==> config.mk <==
export PLATFORM = sky130hd
export DESIGN_NAME = lsu_ctrl_flat
export DESIGN_NICKNAME = d
export VERILOG_FILES = /design/src/rtl/lsu_ctrl_if.sv /design/src/rtl/lsu_ctrl.sv /design/src/flat_wrapper.sv
export SDC_FILE = /design/constraint.sdc
export NUM_CORES = 1
export LEC_CHECK = 0
export ABC_CLOCK_PERIOD_IN_PS = 3780
export CAP_MARGIN = 5
export CORE_MARGIN = 3
export CORE_UTILIZATION = 30
export CTS_BUF_LIST = sky130_fd_sc_hd__clkbuf_4 sky130_fd_sc_hd__clkbuf_8 sky130_fd_sc_hd__clkbuf_16
export DETAILED_ROUTE_END_ITERATION = 7
export GPL_TIMING_DRIVEN = 1
export PLACE_DENSITY = 0.66
export SETUP_SLACK_MARGIN = 0.3
export SYNTH_ARGS = -nofsm -noshare
export SYNTH_HDL_FRONTEND = slang
export SYNTH_SLANG_ARGS = --single-unit
==> constraint.sdc <==
create_clock -name clk -period 3.78 [get_ports clk]
set_input_delay 0.378 -clock clk [delete_from_list [all_inputs] [get_ports clk]]
set_output_delay 0.378 -clock clk [all_outputs]
set_load 0.01 [all_outputs]
==> src/rtl/lsu_ctrl_if.sv <==
// lsu_ctrl_if: bundle of request/response and data-memory signals for lsu_ctrl.
//
// Signals
//   req_valid/req_ready       request handshake (accepted when both high)
//   req_we, req_funct3        store flag and RISC-V funct3 width/sign code
//   req_addr, req_wdata       byte address and right-aligned store data
//   resp_valid/data/err       one-cycle completion strobe with load data / error
//   MemRead, MemWrite         data-memory strobes
//   add, write_data           word-aligned memory address and full write word
//   read_data                 combinational memory read data
//
// Modports
//   slave  : the load/store controller
//   master : the environment (execute stage plus data memory)
interface lsu_ctrl_if #(
  parameter int ADDR_W = 8
);
  logic              req_valid;
  logic              req_ready;
  logic              req_we;
  logic [2:0]        req_funct3;
  logic [ADDR_W-1:0] req_addr;
  logic [31:0]       req_wdata;
  logic              resp_valid;
  logic [31:0]       resp_data;
  logic              resp_err;
  logic              MemRead;
  logic              MemWrite;
  logic [ADDR_W-1:0] add;
  logic [31:0]       write_data;
  logic [31:0]       read_data;

  modport slave (
    input  req_valid, req_we, req_funct3, req_addr, req_wdata, read_data,
    output req_ready, resp_valid, resp_data, resp_err,
           MemRead, MemWrite, add, write_data
  );

  modport master (
    output req_valid, req_we, req_funct3, req_addr, req_wdata, read_data,
    input  req_ready, resp_valid, resp_data, resp_err,
           MemRead, MemWrite, add, write_data
  );
endinterface

==> src/rtl/lsu_ctrl.sv <==
// lsu_ctrl: load/store controller between the execute stage and a
// word-addressed, combinational data memory. One request at a time.
// Byte/halfword stores are done as read-modify-write; loads are extracted
// and sign/zero-extended, returned on a one-cycle resp_valid strobe.
//
// Ports
//   clk    rising-edge clock
//   reset  synchronous, active-high; returns the FSM to IDLE, no response
//   bus    lsu_ctrl_if.slave (request, response and memory signals)
//
// Build option
//   LSU_MISALIGN_TRAP_EN  when defined, misaligned halfword/word accesses
//                         complete with resp_err=1 and no memory access;
//                         when undefined they are aligned down and proceed.
module lsu_ctrl #(
  parameter int ADDR_W = 8
) (
  input  logic      clk,
  input  logic      reset,
  lsu_ctrl_if.slave bus
);

  typedef enum logic [2:0] {
    IDLE   = 3'd0,
    RD     = 3'd1,
    WR     = 3'd2,
    RMW_RD = 3'd3,
    RMW_WR = 3'd4,
    RESP   = 3'd5
  } state_t;

  state_t            state, state_nxt;

  logic              we_q;
  logic [2:0]        f3_q;
  logic [ADDR_W-1:0] addr_q;
  logic [31:0]       wdata_q;
  logic [31:0]       rdata_q;
  logic              err_q;

  logic [31:0]       resp_hold_q;
  logic              err_hold_q;

  logic              accept;
  logic              req_err;
  logic              mem_act;
  logic [31:0]       resp_now;

  // Load extraction: lane select by byte offset, then sign or zero extension.
  function automatic logic [31:0] load_ext(input logic [31:0] w,
                                           input logic [2:0]  f3,
                                           input logic [1:0]  off);
    logic [7:0]  b;
    logic [15:0] h;
    logic [31:0] r;
    b = w[{off, 3'b000} +: 8];
    h = off[1] ? w[31:16] : w[15:0];
    case (f3)
      3'b000:  r = {{24{b[7]}}, b};
      3'b001:  r = {{16{h[15]}}, h};
      3'b100:  r = {24'h0, b};
      3'b101:  r = {16'h0, h};
      default: r = w;
    endcase
    return r;
  endfunction

  // Sub-word store merge: replace the addressed byte or halfword lane.
  function automatic logic [31:0] lane_merge(input logic [31:0] w,
                                             input logic [2:0]  f3,
                                             input logic [1:0]  off,
                                             input logic [31:0] d);
    logic [31:0] r;
    r = w;
    if (f3[1:0] == 2'b00) r[{off, 3'b000} +: 8] = d[7:0];
    else                  r[{off[1], 4'b0000} +: 16] = d[15:0];
    return r;
  endfunction

  assign bus.req_ready = (state == IDLE);
  assign accept        = bus.req_valid & bus.req_ready;

  // Request legality, decided at acceptance so errors skip the memory.
  always_comb begin
    req_err = 1'b0;
    if (bus.req_we) begin
      req_err = (bus.req_funct3 >= 3'b011);
    end else begin
      req_err = (bus.req_funct3 == 3'b011) || (bus.req_funct3 == 3'b110) ||
                (bus.req_funct3 == 3'b111);
    end
`ifdef LSU_MISALIGN_TRAP_EN
    case (bus.req_funct3[1:0])
      2'b01:   if (bus.req_addr[0])            req_err = 1'b1;
      2'b10:   if (bus.req_addr[1:0] != 2'b00) req_err = 1'b1;
      default: ;
    endcase
`endif
  end

  // ---- stage boundary: request capture on acceptance, read data capture ----
  always_ff @(posedge clk) begin
    if (accept) begin
      we_q    <= bus.req_we;
      f3_q    <= bus.req_funct3;
      addr_q  <= bus.req_addr;
      wdata_q <= bus.req_wdata;
      err_q   <= req_err;
    end
    if (bus.MemRead) rdata_q <= bus.read_data;
  end

  // ---- stage boundary: FSM state register ----
  always_ff @(posedge clk) begin
    if (reset) state <= IDLE;
    else       state <= state_nxt;
  end

  always_comb begin
    state_nxt = state;
    case (state)
      IDLE: begin
        if (accept) begin
          if (req_err)                       state_nxt = RESP;
          else if (!bus.req_we)              state_nxt = RD;
          else if (bus.req_funct3 == 3'b010) state_nxt = WR;
          else                               state_nxt = RMW_RD;
        end
      end
      RD:      state_nxt = RESP;
      WR:      state_nxt = RESP;
      RMW_RD:  state_nxt = RMW_WR;
      RMW_WR:  state_nxt = RESP;
      RESP:    state_nxt = IDLE;
      default: state_nxt = IDLE;
    endcase
  end

  // Memory strobes decode straight from the state register (glitch-free);
  // the address is forced to zero outside an access.
  always_comb begin
    bus.MemRead    = (state == RD) || (state == RMW_RD);
    bus.MemWrite   = (state == WR) || (state == RMW_WR);
    mem_act        = bus.MemRead | bus.MemWrite;
    bus.add        = mem_act ? {addr_q[ADDR_W-1:2], 2'b00} : '0;
    bus.write_data = 32'h0;
    if (state == WR)     bus.write_data = wdata_q;
    if (state == RMW_WR) bus.write_data = lane_merge(rdata_q, f3_q, addr_q[1:0], wdata_q);
  end

  always_comb begin
    resp_now = 32'h0;
    if (!err_q && !we_q) resp_now = load_ext(rdata_q, f3_q, addr_q[1:0]);
  end

  // ---- stage boundary: response hold registers ----
  // Outputs show the live result during RESP and the last result afterwards.
  always_ff @(posedge clk) begin
    if (reset) begin
      resp_hold_q <= 32'h0;
      err_hold_q  <= 1'b0;
    end else if (state == RESP) begin
      resp_hold_q <= resp_now;
      err_hold_q  <= err_q;
    end
  end

  assign bus.resp_valid = (state == RESP);
  assign bus.resp_data  = (state == RESP) ? resp_now : resp_hold_q;
  assign bus.resp_err   = (state == RESP) ? err_q    : err_hold_q;

endmodule

==> src/flat_wrapper.sv <==
// flat-port wrapper written by rule: the top's interface ports become plain ports
module lsu_ctrl_flat 
#(
  parameter int ADDR_W = 8
)
  (clk, reset, bus_req_valid, bus_req_we, bus_req_funct3, bus_req_addr, bus_req_wdata, bus_read_data, bus_req_ready, bus_resp_valid, bus_resp_data, bus_resp_err, bus_MemRead, bus_MemWrite, bus_add, bus_write_data);
  lsu_ctrl_if #(.ADDR_W(ADDR_W)) bus_i ();
  input  logic clk;
  input  logic reset;
  input wire logic [$bits(bus_i.req_valid)-1:0] bus_req_valid;
  input wire logic [$bits(bus_i.req_we)-1:0] bus_req_we;
  input wire logic [$bits(bus_i.req_funct3)-1:0] bus_req_funct3;
  input wire logic [$bits(bus_i.req_addr)-1:0] bus_req_addr;
  input wire logic [$bits(bus_i.req_wdata)-1:0] bus_req_wdata;
  input wire logic [$bits(bus_i.read_data)-1:0] bus_read_data;
  output wire logic [$bits(bus_i.req_ready)-1:0] bus_req_ready;
  output wire logic [$bits(bus_i.resp_valid)-1:0] bus_resp_valid;
  output wire logic [$bits(bus_i.resp_data)-1:0] bus_resp_data;
  output wire logic [$bits(bus_i.resp_err)-1:0] bus_resp_err;
  output wire logic [$bits(bus_i.MemRead)-1:0] bus_MemRead;
  output wire logic [$bits(bus_i.MemWrite)-1:0] bus_MemWrite;
  output wire logic [$bits(bus_i.add)-1:0] bus_add;
  output wire logic [$bits(bus_i.write_data)-1:0] bus_write_data;
  assign bus_i.req_valid = bus_req_valid;
  assign bus_i.req_we = bus_req_we;
  assign bus_i.req_funct3 = bus_req_funct3;
  assign bus_i.req_addr = bus_req_addr;
  assign bus_i.req_wdata = bus_req_wdata;
  assign bus_i.read_data = bus_read_data;
  assign bus_req_ready = bus_i.req_ready;
  assign bus_resp_valid = bus_i.resp_valid;
  assign bus_resp_data = bus_i.resp_data;
  assign bus_resp_err = bus_i.resp_err;
  assign bus_MemRead = bus_i.MemRead;
  assign bus_MemWrite = bus_i.MemWrite;
  assign bus_add = bus_i.add;
  assign bus_write_data = bus_i.write_data;
  lsu_ctrl #(.ADDR_W(ADDR_W)) u_core (.clk(clk), .reset(reset), .bus(bus_i));
endmodule
==> results.py <==
metrics = {
    "status": {
        "status": "finished clean",
    },
    "sta": {
        "hold_viol_final": 0,
        "rsz0062_at_grt": "no",
        "fmax_mhz": 307,
        "drv_slew": 0,
        "fin_skew_ps": 7.22,
        "slew_headroom_pct": 25.7,
        "timing.hold.ws_ps": 458,
        "fin_crit_ps": 3250,
        "setup_violations": 0,
        "post-route-period-util_pct": 86.1,
        "worst_slew_pin_slew_ps": 1110,
        "finalSetupTns_ps": 0,
    },
    "floorplan": {
        "die_h_um": 143,
        "rows": 49,
        "start_util_pct": 31.0,
        "fp.dieArea_um2": 20600,
        "die_w_um": 143,
        "io_pins": 156,
        "coreArea_um2": 18300,
    },
    "power_and_ir_drop": {
        "p_clk_share_pct": 43.8,
        "p_sw_share_pct": 25.0,
        "p_int_mw": 2.82,
        "combPwrFrac_pct": 15.7,
        "cellPowerDensity_nw_per_um2": 465,
        "p_switching_mw": 0.940,
        "p_seq_share_pct": 40.5,
        "ir_drop_uv": 264,
        "p_leak_nw": 2.98,
    },
    "yosys": {
        "ys_types": 50,
        "yosys-top-cells-count": "edfxtp_1, nand2_1, o21ai_0, a21oi_1, dfxtp_1",
        "synth_top_family_by_area": "compound AO/OA/AOI/OAI gates",
        "syn_area_um2": 5670,
        "synth_area_leader_cell": "edfxtp_1",
        "postSynthCellCount": 527,
        "postSynthAreaPerCell_um2": 10.8,
        "synth_flop_cell": "edfxtp_1",
        "synth_compound_area_share_pct": 19.4,
        "async_reset_ff_share_pct": 0,
        "ys_seq_elements": 113,
        "yosysTopAreaCellShare_pct": 40.8,
        "synth_edf_count": 77,
        "synth.most_common_cell": "edfxtp_1",
        "synthTopCellsByArea": "edfxtp_1, dfxtp_1, nand2_1",
        "ys_warn_count": 0,
        "synth_fa_ha_area_share_pct": 1.10,
        "synth-xor-area-share_pct": 0,
        "seq_area_frac_synth_pct": 53.5,
        "synth-simple-area-share_pct": 15.4,
        "synthMuxAreaShare_pct": 6.53,
    },
    "clocking": {
        "cts_buffer_depth": 2,
        "cts_tree": "yes",
        "clk_pin_slew_ps": 50,
        "root_buffer": "clkbuf_16",
        "h-tree-depth": 4,
        "clock_sinks": 113,
        "cts_inserted_buffers": 17,
        "clk_latency_ps": 400,
        "cts_hold_buf": 0,
    },
    "final_layout": {
        "layout.nets": 763,
        "fin_cells": 921,
        "areaGrowthSynthToFinish_pct": 42.3,
        "final_layout_size_suffix_gt1_share_pct": 16.0,
        "final_area_um2": 8070,
        "antenna_cells": 0,
    },
    "route": {
        "via_per_inst": 5.36,
        "ant_nets": 0,
        "drt-met1-wl_mm": 8.27,
        "wl_met2_mm": 8.23,
        "drt_iter0_markers": 469,
        "wl_mm": 18.9,
        "via_count": 4941,
        "wire_per_inst_um": 20.5,
        "wl_met3_mm": 1.37,
        "drc": 0,
        "highest_layer": "met4",
        "first_pass_iters": 5,
    },
    "global_route": {
        "antenna_found_initial": 0,
        "grt_max_degree": 47,
        "track_usage_pct": 18.3,
        "first_global_vias": 5070,
        "grt_pass1_wl_mm": 28.5,
        "gr-total-overflow": 0,
    },
    "setup_path": {
        "path_buf_inv": 1,
        "arrival_ps": 2880,
        "cp_max_fo": 19,
        "critPathMaxStageDelay_ps": 600,
        "start_kind": "flip-flop",
        "crit_start": "u_core.f3_q[0]$_DFFE_PP_",
        "endpoint_kind": "output port",
        "cp_top_family": "compound AO/OA/AOI/OAI gates",
        "required_ps": 3400,
        "crit_chain": "nand2b_1, a21oi_1, o211ai_1, nand2_1, clkdlybuf4s50_1",
        "r2r-start": "u_core.addr_q[0]$_DFFE_PP_",
        "slowest_stage": "edfxtp_1",
        "critPathKind": "flip-flop to output port",
    },
    "placed_design": {
        "routabilityCongestion": 0.884,
        "port_buffers": 153,
        "post-place-cells": 882,
        "dp_hpwl_mm": 13.7,
        "placed_cell_area_um2": 7380,
    },
    "min_path": {
        "hp-start": "u_core.resp_hold_q[15]$_SDFF_PP0_",
        "hp-class": "flip-flop to flip-flop",
    },
    "job": {
        "max_cap_violations": 0,
    },
}
[placed cells by master (no fill, tap or decap), types with 16 or more instances in the layout]
cell,instances
o21ai_0,41
clkdlybuf4s50_1,153
mux2_2,24
buf_4,19
a21oi_1,37
and3_1,16
edfxtp_1,77
clkbuf_16,20
a221oi_1,25
nand2_1,75
dfxtp_1,36
[final cells by class]
type                       count  area, µm²
clock buffer                  26        564
clock inverter                 6       63.8
fill                        1691      10200
inverter                       6       22.5
multi-input combinational    369       2420
sequential                   113       3030
tap                          229        287
timing repair buffer         172       1670
[worst min-delay path: cells and delay by family (launching register included)]
family | cells | cell delay (ps)
AO/OA/AOI/OAI | 1 | 60
AND/OR/NAND/NOR | 1 | 60
flip-flops | 1 | 290
[through the flow]
| step | worst slack (ps) | utilization, % | total power, mW |
|---|---|---|---|
| CTS | 355 | 44.0 | 3.77 |
| global placement | 740 | 40.4 | 2.11 |
| finish | 525 | 44.2 | 3.76 |
| global route | 331 | 44.2 | 3.88 |
| floorplan | 1220 | - | 1.79 |
| detailed placement | 700 | 40.4 | 2.12 |
[kinds of logic after synthesis]
family / Yosys count
multiplexers: 34
adder cells (fa/ha/maj): 5
flip-flops: 113
AO/OA/AOI/OAI: 163
AND/OR/NAND/NOR: 165
other: 1
buffers and inverters: 46
[state kept, by name, indices dropped and copies added, names as in the netlist]
signal              flops
u_core.rdata_q         32
u_core.resp_hold_q     32
u_core.wdata_q         32
u_core.addr_q           8
u_core.f3_q             3
u_core.state            3
u_core.err_hold_q       1
u_core.err_q            1
u_core.we_q             1
[power by group through the flow]
stage	logic [mW]	clock network [mW]	registers, mW
final	0.591	1.64	1.52
after global routing	0.640	1.72	1.52
after CTS	0.587	1.67	1.52
after detailed placement	0.577	0	1.54
after global placement	0.567	0	1.54
after floorplan	0.309	0	1.48
[per-layer routing]
layer  track usage (%)  vias up
met5                 0        -
met4              10.1        0
met3              4.36       58
met2              26.5      289
met1              25.1     2318
li1                  -     2276
[path summary, 6_finish.rpt]
path | endpoint | slack [ps] | depth (start not counted)
max | bus_resp_data[4] | 530 | 5
min | u_core.resp_hold_q[15]$_SDFF_PP0_ | 460 | 2
max reg2reg | u_core.resp_hold_q[30]$_SDFF_PP0_ | 1540 | 6
min reg2reg | u_core.resp_hold_q[15]$_SDFF_PP0_ | 460 | 2
[what timing repair did]
item / in CTS / in global routing
setup buffers: 5 / 2
endpoints found under the setup margin: 11 / 26
gates resized for setup: 0 / 4
pin swaps: 1 / 0
cloned: 0 / 0
Note: power is estimated with default switching activity, not from simulation.
